==> src/rtl/snake_direction_input_pkg.sv <==
// Shared direction encodings and helpers for the snake input front-end and game core.
// One-hot directions: [0]=up [1]=down [2]=left [3]=right.
package snake_direction_input_pkg;

    localparam logic [3:0] DIR_NONE  = 4'b0000;
    localparam logic [3:0] DIR_UP    = 4'b0001;
    localparam logic [3:0] DIR_DOWN  = 4'b0010;
    localparam logic [3:0] DIR_LEFT  = 4'b0100;
    localparam logic [3:0] DIR_RIGHT = 4'b1000;

    // Swaps up<->down and left<->right.
    function automatic logic [3:0] dir_opposite(input logic [3:0] d);
        return {d[2], d[3], d[0], d[1]};
    endfunction

    function automatic logic [3:0] dir_priority(input logic [3:0] p);
        logic [3:0] r;
        r = DIR_NONE;
        if (p[0])      r = DIR_UP;
        else if (p[1]) r = DIR_DOWN;
        else if (p[2]) r = DIR_LEFT;
        else if (p[3]) r = DIR_RIGHT;
        return r;
    endfunction

endpackage

==> src/rtl/snake_direction_input_button_debounce.sv <==
// One pushbutton: 2-FF synchroniser, stability-count debounce, rising-edge press pulse.
// Press appears 2 + DEBOUNCE_CYCLES cycles after a clean raw edge.
module button_debounce
    import snake_direction_input_pkg::*;
#(
    parameter int DEBOUNCE_CYCLES = 4,
    parameter int CNT_W           = 16
) (
    input  logic i_clock,
    input  logic i_rst_n,
    input  logic i_raw,
    output logic o_level,
    output logic o_press
);

    logic             r_sync1;
    logic             r_sync2;
    logic             r_level;
    logic             r_level_d;
    logic [CNT_W-1:0] r_cnt;

    always_ff @(posedge i_clock or negedge i_rst_n) begin
        if (!i_rst_n) begin
            r_sync1   <= 1'b0;
            r_sync2   <= 1'b0;
            r_level   <= 1'b0;
            r_level_d <= 1'b0;
            r_cnt     <= '0;
        end else begin
            r_sync1   <= i_raw;
            r_sync2   <= r_sync1;
            r_level_d <= r_level;
            // Any return to the current level drops the partial count, so glitches never land.
            if (r_sync2 == r_level) begin
                r_cnt <= '0;
            end else if (r_cnt == CNT_W'(DEBOUNCE_CYCLES - 1)) begin
                r_level <= r_sync2;
                r_cnt   <= '0;
            end else begin
                r_cnt <= r_cnt + 1'b1;
            end
        end
    end

    assign o_level = r_level;
    assign o_press = r_level & ~r_level_d;

endmodule

==> src/rtl/snake_direction_input.sv <==
// Snake input front-end: debounced buttons -> pending press -> at most one turn command per step.
// Commands and rejects are registered at the step cycle and visible the cycle after.
module snake_direction_input
    import snake_direction_input_pkg::*;
#(
    parameter int DEBOUNCE_CYCLES = 4,
    parameter int STEP_DIV        = 8,
    parameter int CNT_W           = 16
) (
    input  logic       i_clock,
    input  logic       i_rst_n,
    input  logic [3:0] i_button,
    output logic [3:0] o_switch,
    output logic [3:0] o_heading,
    output logic       o_step,
    output logic       o_rejected
);

    logic [3:0]       w_press;
    logic [3:0]       w_level_unused;
    logic [3:0]       w_press_oh;
    logic             w_step;
    logic [3:0]       w_next_switch;
    logic [3:0]       w_next_heading;
    logic             w_next_rejected;

    logic [CNT_W-1:0] r_step_cnt;
    logic [3:0]       r_pending;
    logic [3:0]       r_switch;
    logic [3:0]       r_heading;
    logic             r_rejected;

    for (genvar g = 0; g < 4; g++) begin : g_btn
        button_debounce #(
            .DEBOUNCE_CYCLES(DEBOUNCE_CYCLES),
            .CNT_W          (CNT_W)
        ) u_debounce (
            .i_clock(i_clock),
            .i_rst_n(i_rst_n),
            .i_raw  (i_button[g]),
            .o_level(w_level_unused[g]),
            .o_press(w_press[g])
        );
    end

    assign w_press_oh = dir_priority(w_press);
    assign w_step     = (r_step_cnt == CNT_W'(STEP_DIV - 1));

    always_comb begin
        w_next_switch   = r_switch;
        w_next_heading  = r_heading;
        w_next_rejected = 1'b0;
        if (w_step) begin
            w_next_switch = DIR_NONE;
            if (r_pending == DIR_NONE || r_pending == r_heading) begin
                w_next_switch = DIR_NONE;
            end else if (r_pending == dir_opposite(r_heading)) begin
                w_next_rejected = 1'b1;
            end else begin
                w_next_switch  = r_pending;
                w_next_heading = r_pending;
            end
        end
    end

    always_ff @(posedge i_clock or negedge i_rst_n) begin
        if (!i_rst_n) begin
            r_step_cnt <= '0;
            r_pending  <= DIR_NONE;
            r_switch   <= DIR_NONE;
            r_heading  <= DIR_RIGHT;
            r_rejected <= 1'b0;
        end else begin
            r_step_cnt <= w_step ? '0 : r_step_cnt + 1'b1;
            // A press landing on the step cycle survives into the next window.
            if (w_step || (|w_press)) begin
                r_pending <= w_press_oh;
            end
            r_switch   <= w_next_switch;
            r_heading  <= w_next_heading;
            r_rejected <= w_next_rejected;
        end
    end

    assign o_switch   = r_switch;
    assign o_heading  = r_heading;
    assign o_step     = w_step;
    assign o_rejected = r_rejected;

endmodule

==> config.mk <==
export PLATFORM = sky130hd
export DESIGN_NAME = snake_direction_input
export DESIGN_NICKNAME = d
export VERILOG_FILES = /design/src/rtl/snake_direction_input_pkg.sv /design/src/rtl/snake_direction_input_button_debounce.sv /design/src/rtl/snake_direction_input.sv
export SDC_FILE = /design/constraint.sdc
export NUM_CORES = 1
export LEC_CHECK = 0
export CAP_MARGIN = 20
export CELL_PAD_IN_SITES_DETAIL_PLACEMENT = 2
export CELL_PAD_IN_SITES_GLOBAL_PLACEMENT = 2
export CORE_UTILIZATION = 40
export CTS_BUF_LIST = sky130_fd_sc_hd__clkbuf_4 sky130_fd_sc_hd__clkbuf_8
export CTS_CLUSTER_SIZE = 10
export DETAILED_ROUTE_END_ITERATION = 10
export DONT_BUFFER_PORTS = 1
export GPL_TIMING_DRIVEN = 0
export PLACE_DENSITY_LB_ADDON = 0.1
export SYNTH_ARGS = -nofsm -noshare
export SYNTH_HDL_FRONTEND = slang
export SYNTH_SLANG_ARGS = --single-unit
==> constraint.sdc <==
create_clock -name i_clock -period 1.63 [get_ports i_clock]
set_clock_uncertainty 0.1 [all_clocks]
set_input_delay 0.0815 -clock i_clock [delete_from_list [all_inputs] [get_ports i_clock]]
set_output_delay 0.0815 -clock i_clock [all_outputs]
set_load 0.05 [all_outputs]
==> impl_metrics.toml <==
[status]
outcome = "finished with violations"
violations = "hold timing, setup timing"

[logic_synthesis]
ys_seq_elements = 109
synthCells = 465
seq_area_frac_synth_pct = 55.0
yosys_warnings = 0
avgSynthCellArea_um2 = 10.7
synth.distinct_cells = 41
synth_top_area_share_pct = 54.5
synthTopCellsByArea = "dfrtp_1, xnor2_1, xor2_1, nor2_1, nor4_1"
syn_area_um2 = 4960
synth_top_area_cell = "dfrtp_1"
async_flop_share_pct = 100
synth_nets = 476
ys.flop_type = "dfrtp_1"
synth_edf_count = 0

[setup_path]
crit_required_ns = 1.82
critical_path_class = "flop to flop"
timing.rr.end = "o_heading[2]"
r2r-start = "r_pending[2]"
worstPathArrival_ns = 2.34
cp-end-kind = "flop"
worstSetupStartpointType = "flop"
crit_fanout = 6
ff2ff_setup_slack_ns = -0.52
rr_worst_depth = 5

[detailed_routing]
dr.pass1.iters = 4
drc = 0
postRouteAntennaNets = 0
wl_met1_um = 7310
dr_wl_met3_um = 569
routed-wl-met2_um = 10200
vias = 4171
viasPerCell = 5.66
drtIter0Drc = 190
highest-signal-layer = "met4"
post_drt_wl_per_cell_um = 25.6
wl_um = 18900

[floorplan]
die-area_um2 = 12800
die_w_um = 113
die_y_um = 113
initial_utilization_pct = 41.1
core-area_um2 = 12100
fp-row-count = 40
io_pins = 16

[place]
placedCellCount = 633
numPortBuffers = 0
place_ws_ns = -0.443
dp_hpwl_um = 7790
gp_congestion = 0.758

[timing]
achievable-frequency_mhz = 465
setup_violations = 75
finalMaxSlewViolations = 0
holdWs_ns = -0.746
rsz0062_at_grt = "yes"
min_period_over_period_pct = 132
slew_headroom_pct = 47.7
hold_violations = 109
tightestPinTransition_ns = 0.778
fin_crit_ns = 2.15
timing.final.ws_setup_ns = -0.519

[clock_tree]
cts_buffers = 9
clock_latency_ns = 0.41
ctsHoldBuffers = 4
cts_root_buffer = "clkbuf_8"
cts.htree.levels = 3
clkTransAtPathRegs_ns = 0.10
clk_path_buf_depth = 2
tritoncts = "yes"
clock_sinks = 109

[power]
p_int_mw = 5.36
combPwrFrac_pct = 36.7
leakage_nw = 2.77
switching_share_pct = 38.5
p_total_mw = 8.71
peakVddDrop_uv = 809
p_per_area_nw_per_um2 = 1260
switchingPower_mw = 3.35
clockPowerShare_pct = 20.8
pwr-share-seq_pct = 42.5

[global_route]
grt_start_max_net_pins = 110
grt_overflow = 0
antenna_found_initial = 0
grt_usage_pct = 25.3
grt_pass1_vias = 4481
grt_pass1_wl_um = 24500

[finish]
fill_cells = 1132
area.growth.synth_to_final_pct = 39.6
layout-drive-gt1-share_pct = 44.5
stdcell_count = 737
antennaDiodeCount = 0
nets = 576

[worst_hold_path]
hold_class = "input port to async pin"

[run]
drv_cap = 0
-- per-stage QoR --
step / setup TNS, ns / cell area [µm²] / util [%]
final: -9.58 / 6920 / 57.4
after global routing: -15.06 / 6920 / 57.4
after CTS: -2.29 / 6420 / 53.2
after detailed placement: -17.73 / 5260 / 43.6
after global placement: -14.94 / 5260 / 43.6
after floorplan: -0.137 / 5040 / -
-- power groups by stage --
stage	clock (mW)	sequential [mW]	combinational [mW]
2_1_floorplan	0	3.57	0.984
3_3_place_gp	0	3.65	1.22
3_5_place_dp	0	3.68	1.30
4_1_cts	1.82	3.60	2.15
5_1_grt	1.93	3.74	3.36
6_report	1.81	3.70	3.20
-- per-layer routing --
| metal | up-vias | GRT usage (%) |
|---|---|---|
| met5 | - | 0 |
| met4 | 0 | 7.72 |
| met3 | 60 | 5.73 |
| met2 | 93 | 46.5 |
| met1 | 2169 | 29.3 |
| li1 | 1849 | - |
-- worst max-delay path, cell delays in order, from the launching register on --
cell and delay, ns:
dfrtp_1 0.40, clkbuf_2 0.23, nor4_1 0.69, a41oi_4 0.12
nand3_4 0.17, mux2_4 0.32
-- cell usage after synthesis, types with 9 or more instances --
| master | instances |
|---|---|
| nand3_1 | 21 |
| o21ai_0 | 17 |
| nand2_1 | 34 |
| or3_1 | 14 |
| and3_1 | 11 |
| nor2_1 | 51 |
| xnor2_1 | 42 |
| dfrtp_1 | 108 |
| nand4_1 | 19 |
| a21oi_1 | 18 |
| xor2_1 | 22 |
| inv_1 | 9 |
| nor4_1 | 21 |
-- what timing repair did --
action / CTS / global route
cloned: 2 / 1
setup buffers: 69 / 17
resized for setup: 94 / 93
endpoints found under the hold margin: 113 / 109
setup endpoints to repair: 75 / 86
pin swaps: 54 / 40
-- registers in the layout (all words and copies together), names as in the netlist --
| name | flops |
|---|---|
| g_btn.u_debounce.r_cnt | 64 |
| r_step_cnt | 16 |
| g_btn.u_debounce.o_level | 4 |
| g_btn.u_debounce.r_level_d | 4 |
| g_btn.u_debounce.r_sync1 | 4 |
| g_btn.u_debounce.r_sync2 | 4 |
| o_heading | 4 |
| o_switch | 4 |
| r_pending | 4 |
| o_rejected | 1 |
-- logic make-up (layout without fill, tap and decap cells) --
kind of cell / count (synthesis) / count (layout) / share of synthesized area [%]
DFF: 109 / 109 / 55.0
muxes: 6 / 6 / 1.36
xor gates and xnor gates: 64 / 64 / 11.3
and+or+nand+nor: 214 / 214 / 23.9
adders and majority gates: 5 / 5 / 1.26
buffers and inverters: 20 / 124 / 1.62
AOI/OAI and AO/OA: 47 / 47 / 5.55
-- cell usage in the layout, fill, tap and decap left out, types with 5 or more instances in the layout --
| cell type | n |
|---|---|
| a21oi_2 | 13 |
| and2_1 | 5 |
| and3_1 | 6 |
| and3_4 | 5 |
| buf_4 | 73 |
| buf_6 | 14 |
| buf_8 | 5 |
| clkbuf_8 | 11 |
| dfrtp_1 | 88 |
| dfrtp_2 | 20 |
| inv_1 | 9 |
| nand2_1 | 28 |
| nand2_2 | 5 |
| nand3_1 | 16 |
| nand4_1 | 19 |
| nor2_1 | 28 |
| nor2_2 | 14 |
| nor2_4 | 9 |
| nor4_1 | 8 |
| nor4_2 | 9 |
| o21ai_0 | 10 |
| or3_1 | 6 |
| or3_4 | 12 |
| xnor2_1 | 39 |
| xor2_1 | 21 |
-- worst max-delay path by stage --
stage	start	to	slack [ns]
2_1_floorplan	r_step_cnt[0]	o_heading[1]	-0.07
4_1_cts	o_heading[3]	o_heading[2]	-0.19
6_report	r_pending[2]	o_heading[2]	-0.52
5_1_grt	r_pending[2]	o_heading[2]	-0.57
3_5_place_dp	g_btn[2].u_debounce.r_cnt[0]	g_btn[2].u_debounce.r_cnt[5]	-0.44
3_3_place_gp	g_btn[0].u_debounce.r_cnt[0]	g_btn[0].u_debounce.r_cnt[7]	-0.36
-- cell type report --
cell class              instances  area, µm²  share of cell area [%]
multi-input cells             336       2840                    41.0
clock inverters                 4       55.1                   0.796
repair inverters                1       8.76                   0.127
well taps                     168        210                    3.04
clock buffers                  11        151                    2.19
flip-flops and latches        109       2760                    39.8
repair buffers                 91        767                    11.1
inverters                      10       50.0                   0.723
plain buffers                   7       83.8                    1.21
No activity file was read; power rests on OpenSTA's default activity.
